--- src/rtl/ram_phase_sequencer_pkg.sv ---
`default_nettype none
// ============================================================================
// Module      : ram_phase_sequencer_pkg
// Description : Shared phase and dump-reader state encodings for the RAM
//               phase sequencer, its status decode and its testbench.
// Revision    : 1.0 - initial release
// ============================================================================
package ram_phase_sequencer_pkg;

    // Externally visible phase, also the top-level FSM state
    localparam int         PHASE_W = 2;
    localparam logic [1:0] PH_LOAD = 2'd0;
    localparam logic [1:0] PH_RUN  = 2'd1;
    localparam logic [1:0] PH_DUMP = 2'd2;
    localparam logic [1:0] PH_DONE = 2'd3;

    // Dump reader FSM states
    localparam int         RD_STATE_W = 3;
    localparam logic [2:0] ST_IDLE    = 3'd0;
    localparam logic [2:0] ST_DRD     = 3'd1;
    localparam logic [2:0] ST_DWAIT   = 3'd2;
    localparam logic [2:0] ST_DTXL    = 3'd3;
    localparam logic [2:0] ST_DTXH    = 3'd4;

endpackage : ram_phase_sequencer_pkg
`default_nettype wire

--- src/rtl/ram_phase_sequencer_dump_reader.sv ---
`default_nettype none
// ============================================================================
// Module      : ram_phase_sequencer_dump_reader
// Description : Walks DUMP_LEN RAM words from DUMP_BASE (address wraps at
//               2^AW), registers each word and serialises it low byte first
//               onto a valid/ready byte stream.
// Revision    : 1.0 - initial release
// ============================================================================
module ram_phase_sequencer_dump_reader
    import ram_phase_sequencer_pkg::*;
#(
    parameter int AW        = 16,
    parameter int DW        = 16,
    parameter int DUMP_BASE = 0,
    parameter int DUMP_LEN  = 256
) (
    input  logic          clk,
    input  logic          rst,
    input  logic          i_start,
    input  logic [DW-1:0] i_ramRdata,
    output logic [AW-1:0] o_ramAddr,
    output logic          o_txValid,
    output logic [7:0]    o_txData,
    input  logic          i_txReady,
    output logic          o_finished
);

    localparam logic [AW-1:0] c_base    = AW'(DUMP_BASE);
    localparam logic [AW-1:0] c_lastCnt = AW'(DUMP_LEN - 1);

    logic [RD_STATE_W-1:0] r_state;
    logic [AW-1:0]         r_cnt;
    logic [DW-1:0]         r_hold;
    logic [7:0]            w_hiByte;
    logic                  w_lastWord;

    // Upper byte of the held word, zero-padded for narrow RAMs
    if (DW >= 16) begin : g_hiFull
        assign w_hiByte = r_hold[15:8];
    end else if (DW > 8) begin : g_hiPad
        assign w_hiByte = {{(16 - DW){1'b0}}, r_hold[DW-1:8]};
    end else begin : g_hiNone
        assign w_hiByte = 8'h00;
    end

    assign w_lastWord = (r_cnt == c_lastCnt);

    // Address generation and byte serialiser decode from the registered state
    assign o_ramAddr  = c_base + r_cnt;
    assign o_txValid  = (r_state == ST_DTXL) || (r_state == ST_DTXH);
    assign o_txData   = (r_state == ST_DTXH) ? w_hiByte : r_hold[7:0];
    assign o_finished = (r_state == ST_DTXH) && i_txReady && w_lastWord;

    // Read-issue / capture / low-byte / high-byte sequence, one word at a time
    always_ff @(posedge clk) begin
        if (rst) begin
            r_state <= ST_IDLE;
            r_cnt   <= '0;
            r_hold  <= '0;
        end else begin
            case (r_state)
                ST_IDLE: begin
                    if (i_start) begin
                        r_cnt   <= '0;
                        r_state <= ST_DRD;
                    end
                end
                ST_DRD: begin
                    r_state <= ST_DWAIT;
                end
                ST_DWAIT: begin
                    // RAM read data lands one cycle after the address
                    r_hold  <= i_ramRdata;
                    r_state <= ST_DTXL;
                end
                ST_DTXL: begin
                    if (i_txReady) begin
                        r_state <= ST_DTXH;
                    end
                end
                ST_DTXH: begin
                    if (i_txReady) begin
                        if (w_lastWord) begin
                            r_state <= ST_IDLE;
                        end else begin
                            r_cnt   <= r_cnt + AW'(1);
                            r_state <= ST_DRD;
                        end
                    end
                end
                default: begin
                    r_state <= ST_IDLE;
                end
            endcase
        end
    end

endmodule : ram_phase_sequencer_dump_reader
`default_nettype wire

--- src/rtl/ram_phase_sequencer.sv ---
`default_nettype none
// ============================================================================
// Module      : ram_phase_sequencer
// Description : Owns the single-port data RAM and sequences its users:
//               UART load, CPU execution, then UART result dump.
// Revision    : 1.0 - initial release
// ============================================================================
module ram_phase_sequencer
    import ram_phase_sequencer_pkg::*;
#(
    parameter int AW        = 16,
    parameter int DW        = 16,
    parameter int DUMP_BASE = 0,
    parameter int DUMP_LEN  = 256
) (
    input  logic          clk,
    input  logic          rst,
    input  logic          uart_wr_valid,
    input  logic [AW-1:0] uart_wr_addr,
    input  logic [DW-1:0] uart_wr_data,
    input  logic          uart_load_done,
    input  logic [AW-1:0] cpu_addr,
    input  logic [DW-1:0] cpu_wdata,
    input  logic          cpu_we,
    input  logic          cpu_end_ops,
    output logic [DW-1:0] cpu_rdata,
    output logic          cpu_run,
    output logic          tx_valid,
    output logic [7:0]    tx_data,
    input  logic          tx_ready,
    output logic [AW-1:0] ram_addr,
    output logic [DW-1:0] ram_wdata,
    output logic          ram_we,
    input  logic [DW-1:0] ram_rdata,
    output logic [1:0]    phase,
    output logic          dump_done
);

    localparam logic c_emptyDump = (DUMP_LEN == 0);

    logic [PHASE_W-1:0] r_phase;
    logic               r_cpuRun;
    logic               r_dumpDone;
    logic               w_dumpStart;
    logic               w_dumpFinished;
    logic [AW-1:0]      w_dumpAddr;
    logic               w_txValid;
    logic [7:0]         w_txData;

    assign phase     = r_phase;
    assign cpu_run   = r_cpuRun;
    assign dump_done = r_dumpDone;
    assign cpu_rdata = ram_rdata;

    // The reader only presents bytes while the dump phase is active
    assign tx_valid  = w_txValid && (r_phase == PH_DUMP);
    assign tx_data   = w_txData;

    assign w_dumpStart = (r_phase == PH_RUN) && cpu_end_ops && !c_emptyDump;

    ram_phase_sequencer_dump_reader #(
        .AW        (AW),
        .DW        (DW),
        .DUMP_BASE (DUMP_BASE),
        .DUMP_LEN  (DUMP_LEN)
    ) u_dumpReader (
        .clk        (clk),
        .rst        (rst),
        .i_start    (w_dumpStart),
        .i_ramRdata (ram_rdata),
        .o_ramAddr  (w_dumpAddr),
        .o_txValid  (w_txValid),
        .o_txData   (w_txData),
        .i_txReady  (tx_ready),
        .o_finished (w_dumpFinished)
    );

    // Phase FSM with registered run-enable and done flag
    always_ff @(posedge clk) begin
        if (rst) begin
            r_phase    <= PH_LOAD;
            r_cpuRun   <= 1'b0;
            r_dumpDone <= 1'b0;
        end else begin
            case (r_phase)
                PH_LOAD: begin
                    if (uart_load_done) begin
                        r_phase  <= PH_RUN;
                        r_cpuRun <= 1'b1;
                    end
                end
                PH_RUN: begin
                    if (cpu_end_ops) begin
                        r_cpuRun <= 1'b0;
                        if (c_emptyDump) begin
                            r_phase    <= PH_DONE;
                            r_dumpDone <= 1'b1;
                        end else begin
                            r_phase <= PH_DUMP;
                        end
                    end
                end
                PH_DUMP: begin
                    if (w_dumpFinished) begin
                        r_phase    <= PH_DONE;
                        r_dumpDone <= 1'b1;
                    end
                end
                default: begin
                    r_phase <= PH_DONE;
                end
            endcase
        end
    end

    // RAM port mux: only the loader and the CPU may ever write
    always_comb begin
        ram_addr  = '0;
        ram_wdata = '0;
        ram_we    = 1'b0;
        case (r_phase)
            PH_LOAD: begin
                ram_addr  = uart_wr_addr;
                ram_wdata = uart_wr_data;
                ram_we    = uart_wr_valid;
            end
            PH_RUN: begin
                ram_addr  = cpu_addr;
                ram_wdata = cpu_wdata;
                ram_we    = cpu_we;
            end
            PH_DUMP: begin
                ram_addr  = w_dumpAddr;
            end
            default: begin
                ram_addr  = '0;
            end
        endcase
    end

endmodule : ram_phase_sequencer
`default_nettype wire

--- config.mk ---
export PLATFORM = sky130hd
export DESIGN_NAME = ram_phase_sequencer
export DESIGN_NICKNAME = d
export VERILOG_FILES = /design/src/rtl/ram_phase_sequencer_pkg.sv /design/src/rtl/ram_phase_sequencer_dump_reader.sv /design/src/rtl/ram_phase_sequencer.sv
export SDC_FILE = /design/constraint.sdc
export NUM_CORES = 1
export LEC_CHECK = 0
export BUFFER_PORTS_ARGS = -buffer_cell sky130_fd_sc_hd__buf_2
export CORE_MARGIN = 1
export CORE_UTILIZATION = 30
export CTS_CLUSTER_DIAMETER = 120
export DETAILED_ROUTE_END_ITERATION = 6
export PLACE_DENSITY = 0.67
export SLEW_MARGIN = 20
export SYNTH_ARGS = -nofsm -noshare
export SYNTH_HDL_FRONTEND = slang
export SYNTH_HIERARCHICAL = 1
export SYNTH_SLANG_ARGS = --single-unit
--- constraint.sdc ---
create_clock -name clk -period 1.9 [get_ports clk]
set_clock_uncertainty 0.15 [all_clocks]
set_input_delay 0.19 -clock clk [delete_from_list [all_inputs] [get_ports clk]]
set_output_delay 0.19 -clock clk [all_outputs]
set_load 0.01 [all_outputs]
==> flow_metrics.tcl, run 1 <==
set metrics [dict create \
    hold_path.class "input port to flop" \
    pin_count 149 \
    antenna_found_initial 0 \
    place_hpwl_um 6490 \
    hp-start "rst" \
    fmaxAchievable_mhz 511 \
    clock_path_buffers 2 \
    worstPathCellList "ha_4 > nand3_4 > and4bb_4 > or4b_4 > or3_1 > o21ai_1" \
    syn_area_um2 2650 \
    worst_pin_slew_ns 0.546 \
    grt_pass1_vias 2906 \
    grt_max_degree 42 \
    gpl.final_weighted_congestion 0.846 \
    track_usage_pct 18.1 \
    critPathArrivalTime_ns 2.04 \
    tritoncts "yes" \
    timing.rr.start "u_dumpReader/r_cnt[1]" \
    post_dp_cell_area_um2 3630 \
    drt_first_pass_iters 4 \
    area_growth_pct 57.2 \
    cp_top_family "simple AND/OR/NAND/NOR gates" \
    post_drt_wl_per_cell_um 14.0 \
    vias_per_cell 5.06 \
    ys_top_cells_by_area "dfxtp_1 (30%), mux2i_1 (13%), nand2_1 (12%)" \
    max_stage_delay_ns 0.52 \
    cellPowerDensity_nw_per_um2 514 \
    synth_common_cells "nand2_1 (87), dfxtp_1 (39), mux2i_1 (34)" \
    rsz0062_at_grt "yes" \
    wirelength_um 9170 \
    nets 636 \
    status "complete, but fails checks" \
    stdcell_area_um2 4160 \
    timing.final.crit_share_pct 103 \
    violations "setup timing" \
    cp.required_ns 1.98 \
    fin_ws_ns -0.0578 \
    post-route-min-period_ns 1.96 \
    grt-ovfl-total 0 \
    start_util_pct 31.6 \
    die_w_um 95.9 \
    synth_cells 360 \
    yosysSeqAreaShare_pct 29.5 \
    cts_root_buffer "clkbuf_8" \
    synth_cell_types 47 \
    cts_buffers 5 \
    synth.net_count 448 \
    path_clk_slew_ns 0.08 \
    totalPowerFinal_mw 2.14 \
    drc_errors 0 \
    start_kind "flop" \
    maxCapViolCount 0 \
    path_max_fanout 5 \
    crit_buf_inv 0 \
    reg2reg_to "u_dumpReader/r_cnt[14]" \
    slew_headroom_pct 63.6 \
    clk_latency_ns 0.30 \
    worstSetupEndpointType "flop" \
    yosysMostFrequentCell "nand2_1" \
    synthFlopType "dfxtp_1" \
    preCtsSetupSlack_ns -0.0674 \
    ys_warn_count 6 \
    finalSetupViolations 3 \
    rows 33 \
    syn-mean-instance-area_um2 7.35 \
    dr.first_iter.drc_count 255 \
    setup.worst_path.class "flop to flop" \
    min_to "u_dumpReader/r_cnt[1]" \
    ff2ff_path_depth 6 \
    dieHeight_um 95.9 \
    drv_slew 0 \
    synth_edf_count 0 \
    power.leakage_nw 1.91 \
    dr_total_vias 3311 \
    htree_num_levels 2 \
    drive_gt1_share_pct 45.9 \
    clock-sinks 39 \
    coreArea_um2 8380 \
    ys_async_sr_fraction_pct 0 \
    ys_ff_latch 39 \
    worst_path_max_delay_cell "or4b_4" \
    diodes 0 \
    detail-route-antenna-nets 0 \
    min_path_cells 2 \
    io_buffers 148 \
    max-vdd-ir-drop_mv 0.291 \
    synth_top_area_share_pct 29.5 \
    r2r_slack_ns -0.06 \
    grt_pass1_wl_um 13000 \
    yosysTopAreaCell "dfxtp_1" \
    die-area_um2 9200 \
    hold_viol 0 \
]
-- cells in the final DEF, fill, tap and decap left out, types with 4 or more instances in the layout --
cell	synthesis	final
a21oi_1	26	25
a31oi_1	7	7
buf_12	0	4
buf_2	8	148
buf_4	18	51
clkbuf_8	0	5
dfxtp_1	39	32
dfxtp_2	0	6
dlygate4sd3_1	0	17
mux2i_1	34	33
nand2_1	87	87
nand3_1	6	5
nand4_1	5	5
nor2_1	31	29
o211ai_1	4	4
o21ai_0	17	13
o21ai_1	11	14
or3_1	4	4
-- cell type report --
cell class,instances,area (um2)
sequential,39,792
tap,105,131
clock buffer,5,68.8
inverter,5,21.3
timing repair buffer,224,1430
multi-input combinational,273,1690
fill,811,4220
clock inverter,3,23.8
-- worst max-delay path by stage --
stage                                startpoint                     end  slack, ns  cells past startpoint
final                     u_dumpReader/r_cnt[1]  u_dumpReader/r_cnt[14]      -0.06                      6
after global routing      u_dumpReader/r_cnt[1]  u_dumpReader/r_cnt[14]       -0.1                      6
after CTS                 u_dumpReader/r_cnt[1]  u_dumpReader/r_cnt[14]      -0.04                      6
after detailed placement  u_dumpReader/r_cnt[8]   u_dumpReader/r_cnt[4]      -0.07                      6
after global placement    u_dumpReader/r_cnt[1]  u_dumpReader/r_cnt[15]      -0.04                      6
after floorplan           u_dumpReader/r_cnt[0]  u_dumpReader/r_cnt[14]      -0.05                      6
-- cell families after synthesis --
| group | count (synthesis) | share of synthesized area (%) |
|---|---|---|
| flip-flops | 39 | 29.5 |
| AND/OR/NAND/NOR | 159 | 28.3 |
| multiplexers | 34 | 12.9 |
| adder cells (fa/ha/maj) | 1 | 0.473 |
| buffers and inverters | 48 | 11.2 |
| AO/OA/AOI/OAI | 79 | 17.6 |
-- metrics by stage --
stage | std cells | utilization, % | TNS, ns | hold slack [ns]
global placement | 615 | 43.3 | -0.0848 | 0.294
detailed placement | 615 | 43.3 | -0.289 | 0.297
finish | 654 | 49.6 | -0.108 | 0.0586
global route | 654 | 49.6 | -0.286 | 0.0687
CTS | 643 | 47.4 | -0.103 | 0.0411
floorplan | 360 | - | -0.115 | 0.105
-- layer usage --
metal | global-route usage, % | part of all wire [%] | up-vias
met1 | 20.3 | 42 | 1540
met3 | 3.48 | 6.3 | 10
met2 | 33.5 | 50 | 144
li1 | - | - | 1617
met4 | 6.84 | 1.5 | 0
met5 | 0 | 0 | -
-- flip-flops by register name, summed over array words and instances (netlist names) --
signal                flops
u_dumpReader/r_cnt       16
u_dumpReader/r_hold      16
u_dumpReader/r_state      3
phase                     2
cpu_run                   1
dump_done                 1
-- where the power goes --
part           total [mW]  internal (mW)  switching, mW
Clock               0.588          0.263          0.326
Sequential          0.866          0.845         0.0213
Combinational       0.682          0.342          0.340
Total                2.14           1.45          0.687
-- what timing repair did --
| action | 4_1_cts | 5_1_grt |
|---|---|---|
| pin swaps | 3 | 7 |
| setup endpoints to repair | 23 | 35 |
| hold buffers | 17 | 0 |
| gates resized for setup | 12 | 25 |
| buffers inserted | 3 | 10 |
| cloned | 0 | 1 |
| endpoints found under the hold margin | 17 | 0 |
(Power assumes the default switching activity.)
==> run 2, diff against run 1 <==
RECOVER_POWER = 50   (was not set)
==> run 2 against run 1 <==
Against the previous run: non-clock buffer count did not move; critical path type unchanged; sequential share of layout area increased by 0.20 points; via count fell by 0.36%; clock-buffer cell count unchanged; the run still ends with setup timing left; die area unchanged.
==> flow_metrics.tcl, run 2 (synthesis results as in run 1) <==
set metrics [dict create \
    post_dp_cell_area_um2 3630 \
    grt_pass1_vias 2906 \
    tritoncts "yes" \
    drt_first_pass_iters 4 \
    final_cell_mix "buf_2 (119), nand2_1 (87), buf_4 (50)" \
    worst_pin_slew_ns 0.535 \
    htree_num_levels 2 \
    netSwitchingFraction_pct 32.4 \
    drc_errors 0 \
    rsz0062_at_grt "yes" \
    path_clk_slew_ns 0.08 \
    nets 636 \
    cp.required_ns 1.98 \
    stdcell_area_um2 4110 \
    die_w_um 95.9 \
    grt_max_degree 42 \
    finalSetupViolations 3 \
    start_kind "flop" \
    dp.cells 615 \
    hold_path.class "input port to flop" \
    critPathArrivalTime_ns 2.04 \
    power_frac_seq_pct 40.8 \
    status "complete, but fails checks" \
    diodes 0 \
    track_usage_pct 18.1 \
    hold_viol 0 \
    grt_pass1_wl_um 13000 \
    clock_path_buffers 2 \
    pwr-share-comb_pct 31.5 \
    maxCapViolCount 0 \
    power.switching_mw 0.688 \
    cts_root_buffer "clkbuf_8" \
    fmaxAchievable_mhz 511 \
    path_max_fanout 5 \
    slew_headroom_pct 64.4 \
    fin_ws_ns -0.0586 \
    clockPowerShare_pct 27.7 \
    power.leakage_nw 1.82 \
    reg_top3 "u_dumpReader/r_cnt: 16 flops, u_dumpReader/r_hold: 16 flops, u_dumpReader/r_state: 3 flops" \
    clock-sinks 39 \
    max-vdd-ir-drop_mv 0.291 \
    final_common_cell "buf_2" \
    whs_ns 0.0627 \
    rows 33 \
    start_util_pct 31.6 \
    drive_gt1_share_pct 40.3 \
    clk_latency_ns 0.30 \
    pin_count 149 \
    wirelength_um 9170 \
    place_hpwl_um 6490 \
    dr_total_vias 3299 \
    layoutNonFillerInstCount 654 \
    post-route-min-period_ns 1.96 \
    setup.worst_path.class "flop to flop" \
    cellPowerDensity_nw_per_um2 517 \
    dr.first_iter.drc_count 288 \
    coreArea_um2 8380 \
    violations "setup timing" \
    antenna_found_initial 0 \
    drv_slew 0 \
    area_growth_pct 55.4 \
    cts_buffers 5 \
    worstSetupEndpointType "flop" \
    gpl.final_weighted_congestion 0.846 \
    post_drt_wl_per_cell_um 14.0 \
    dieHeight_um 95.9 \
    die-area_um2 9200 \
    vias_per_cell 5.04 \
    grt-ovfl-total 0 \
    io_buffers 148 \
    detail-route-antenna-nets 0 \
    timing.final.crit_share_pct 103 \
    p_int_mw 1.44 \
]
## run 2: power groups by stage
stage / Combinational, mW / Sequential, mW / Clock (mW)
floorplan: 0.362 / 0.880 / 0
CTS: 0.636 / 0.862 / 0.601
global placement: 0.581 / 0.879 / 0
finish: 0.669 / 0.866 / 0.588
detailed placement: 0.589 / 0.880 / 0
global route: 0.740 / 0.870 / 0.629
## run 2: per-stage QoR
stage / utilization (%) / power (mW) / setup TNS, ns / worst slack, ns
2_1_floorplan: - / 1.24 / -0.115 / -0.0491
3_3_place_gp: 43.3 / 1.46 / -0.0848 / -0.0416
3_5_place_dp: 43.3 / 1.47 / -0.289 / -0.0674
4_1_cts: 47.4 / 2.10 / -0.103 / -0.0418
5_1_grt: 49.0 / 2.24 / -0.891 / -0.0966
6_report: 49.0 / 2.12 / -0.116 / -0.0586
## run 2: critical path, stage by stage, from the launching register on
cell and delay, ns:
dfxtp_2 0.34, ha_4 0.16, nand3_4 0.08, and4bb_4 0.23, or4b_4 0.52, or3_1 0.32
o21ai_1 0.08
## run 2: worst paths after layout
path,from,endpoint,slack (ns),cells after the start
worst max register to register,u_dumpReader/r_cnt[1],u_dumpReader/r_cnt[14],-0.06,6
worst min-delay path,rst,u_dumpReader/r_cnt[1],0.06,2
worst max-delay path,u_dumpReader/r_cnt[1],u_dumpReader/r_cnt[14],-0.06,6
worst min register to register,u_dumpReader/r_hold[12],u_dumpReader/r_hold[12],0.31,2
## run 2: final cells by class
type	instances	area (um2)
clock inverters	3	23.8
well taps	105	131
inverters	5	21.3
repair buffers	224	1390
multi-input cells	273	1680
clock buffers	5	68.8
fillers	834	4270
flip-flops and latches	39	791
## run 2: repair_timing
item	CTS	global route
hold buffers	17	0
gates resized for setup	12	25
endpoints found under the hold margin	17	0
pin swaps	3	7
cloned	0	1
setup buffers	3	10
setup endpoints to repair	23	35
## run 2: layer usage
layer	track usage [%]	share of wire [%]
met1	20.3	41
met2	33.5	50
met5	0	0
met4	6.84	1.5
met3	3.48	7.3
==> run 3, diff against run 2 <==
--- a/config.mk
+++ b/config.mk
@@ -11,5 +11,5 @@
 export CTS_CLUSTER_DIAMETER = 120
 export DETAILED_ROUTE_END_ITERATION = 6
-export PLACE_DENSITY = 0.67
+export PLACE_DENSITY = 0.65
 export RECOVER_POWER = 50
 export SLEW_MARGIN = 20
==> constraint.sdc (replaced) <==
create_clock -name clk -period 1.98 [get_ports clk]
set_clock_uncertainty 0.15 [all_clocks]
set_input_delay 0.495 -clock clk [delete_from_list [all_inputs] [get_ports clk]]
set_output_delay 0.495 -clock clk [all_outputs]
set_load 0.01 [all_outputs]
==> run 3 against run 2 <==
Against the previous run: the flow still finishes with violations (setup timing); first-iteration DRC count is 18% lower; worst hold slack better by 0.23 ns; global-route usage is 0.46 points higher; critical path depth stayed put; clock-buffer cell count is 1 higher; sequential power is 3.7% lower; routed wire length is 0.14% lower; core utilization is 0.12 points lower; sequential share of layout area is 0.14 points higher.
==> flow_metrics.tcl, run 3 (synthesis results as in run 1) <==
set metrics [dict create \
    top_usage_layer "met2" \
    cts_buffers 5 \
    worst_pin_slew_ns 0.530 \
    power.leakage_nw 1.83 \
    dp.cells 615 \
    antenna_found_initial 0 \
    fin_ws_ns -0.0472 \
    drc_errors 0 \
    post_drt_wl_per_cell_um 14.3 \
    cellPowerDensity_nw_per_um2 535 \
    final_common_cell "buf_2" \
    vias_per_cell 5.07 \
    diodes 0 \
    nets 622 \
    cts_root_buffer "clkbuf_8" \
    rows 33 \
    reg_top3 "u_dumpReader/r_cnt: 16 flops, u_dumpReader/r_hold: 16 flops, u_dumpReader/r_state: 3 flops" \
    fin_util_pct 48.9 \
    timing.final.crit_share_pct 102 \
    fill_cells 830 \
    wirelength_um 9160 \
    drv_slew 0 \
    start_kind "flop" \
    detail-route-antenna-nets 0 \
    postCtsHoldBufs 0 \
    pin_count 149 \
    dr_total_vias 3242 \
    track_usage_pct 18.6 \
    maxCapViolCount 0 \
    tritoncts "yes" \
    finalSetupViolations 13 \
    path_max_fanout 4 \
    dr.first_iter.drc_count 237 \
    post-route-min-period_ns 2.03 \
    use_met3_pct 3.55 \
    grt_max_degree 24 \
    max-vdd-ir-drop_mv 0.262 \
    layoutNonFillerInstCount 640 \
    register_area_um2 795 \
    io_buffers 148 \
    status "complete, but fails checks" \
    grt_pass1_vias 2871 \
    slew_headroom_pct 64.6 \
    hold_path.class "input port to flop" \
    met2_usage_pct 35.0 \
    met1_usage_pct 19.9 \
    hold_viol 0 \
    start_util_pct 31.6 \
    die-area_um2 9200 \
    cp.required_ns 2.06 \
    grt_pass1_wl_um 13100 \
    clock_path_buffers 2 \
    critPathArrivalTime_ns 2.11 \
    fmaxAchievable_mhz 493 \
    clk_latency_ns 0.30 \
    drt_first_pass_iters 5 \
    gpl.final_weighted_congestion 0.898 \
    clock-sinks 39 \
    path_clk_slew_ns 0.08 \
    setup.worst_path.class "flop to flop" \
    violations "setup timing" \
    rsz0062_at_grt "yes" \
    die_w_um 95.9 \
    dieHeight_um 95.9 \
    multi_input_area_um2 1730 \
    htree_num_levels 2 \
    final_cell_mix "buf_2 (129), nand2_1 (85), buf_4 (45)" \
    grt-ovfl-total 0 \
    drive_gt1_share_pct 46.0 \
    coreArea_um2 8380 \
    area_growth_pct 55.0 \
    worstSetupEndpointType "flop" \
    place_hpwl_um 6780 \
]
## run 3: cell count changes in the layout (fill, tap and decap cells not counted), sizes merged
cell	delta
inv	-1
clkbuf	-9
clkinv	+1
buf	+13
bufinv	+1
clkinvlp	-2
dlygate4sd3	-17
## run 3: critical path, stage by stage (launching register included)
cell      delay [ns]
dfxtp_1         0.35
nor4_1          0.07
clkbuf_1        0.14
and4bb_4        0.24
or4b_4          0.56
or3_1           0.36
o21ai_1         0.09
## run 3: what timing repair did
action / 4_1_cts / 5_1_grt
buffers inserted: 8 / 6
resized for setup: 28 / 34
pin swaps: 7 / 6
gates cloned: 2 / 2
endpoints found under the setup margin: 49 / 48
## run 3: metrics by stage
| stage | power [mW] | TNS [ns] | setup slack (ns) | area [um2] | hold WS, ns |
|---|---|---|---|---|---|
| 2_1_floorplan | 1.19 | 0 | 0.00898 | 2670 | 0.287 |
| 6_report | 2.20 | -0.377 | -0.0472 | 4100 | 0.290 |
| 4_1_cts | 2.17 | -0.372 | -0.0483 | 3930 | 0.282 |
| 3_3_place_gp | 1.41 | -0.381 | -0.0638 | 3610 | 0.293 |
| 5_1_grt | 2.32 | -2.17 | -0.113 | 4100 | 0.291 |
| 3_5_place_dp | 1.42 | -0.645 | -0.111 | 3610 | 0.301 |
## run 3: worst paths after layout
kind | startpoint | end | slack [ns] | depth (start not counted)
setup / recovery | u_dumpReader/r_cnt[12] | u_dumpReader/r_cnt[14] | -0.05 | 6
hold / removal | ram_rdata[5] | u_dumpReader/r_hold[5] | 0.29 | 3
setup reg to reg | u_dumpReader/r_cnt[12] | u_dumpReader/r_cnt[14] | -0.05 | 6
hold reg to reg | u_dumpReader/r_hold[1] | u_dumpReader/r_hold[1] | 0.31 | 2
## run 3: area by class of cell
type	instances	area share, %
clock buffers	6	2.01
multi-input cells	273	42.3
repair buffers	210	31.8
clock inverters	2	0.854
well taps	105	3.20
inverters	5	0.458
flip-flops and latches	39	19.4
## run 3: metal layers
| layer | share of wire (%) | up-vias |
|---|---|---|
| met1 | 39 | 1416 |
| li1 | - | 1597 |
| met4 | 2.7 | 0 |
| met3 | 8.7 | 27 |
| met2 | 49 | 202 |
| met5 | 0 | - |
## run 3: where the power goes
part / total (mW) / internal, mW / switching, mW
combinational: 0.667 / 0.330 / 0.337
clock: 0.694 / 0.408 / 0.286
sequential: 0.834 / 0.810 / 0.0239
total: 2.20 / 1.55 / 0.647
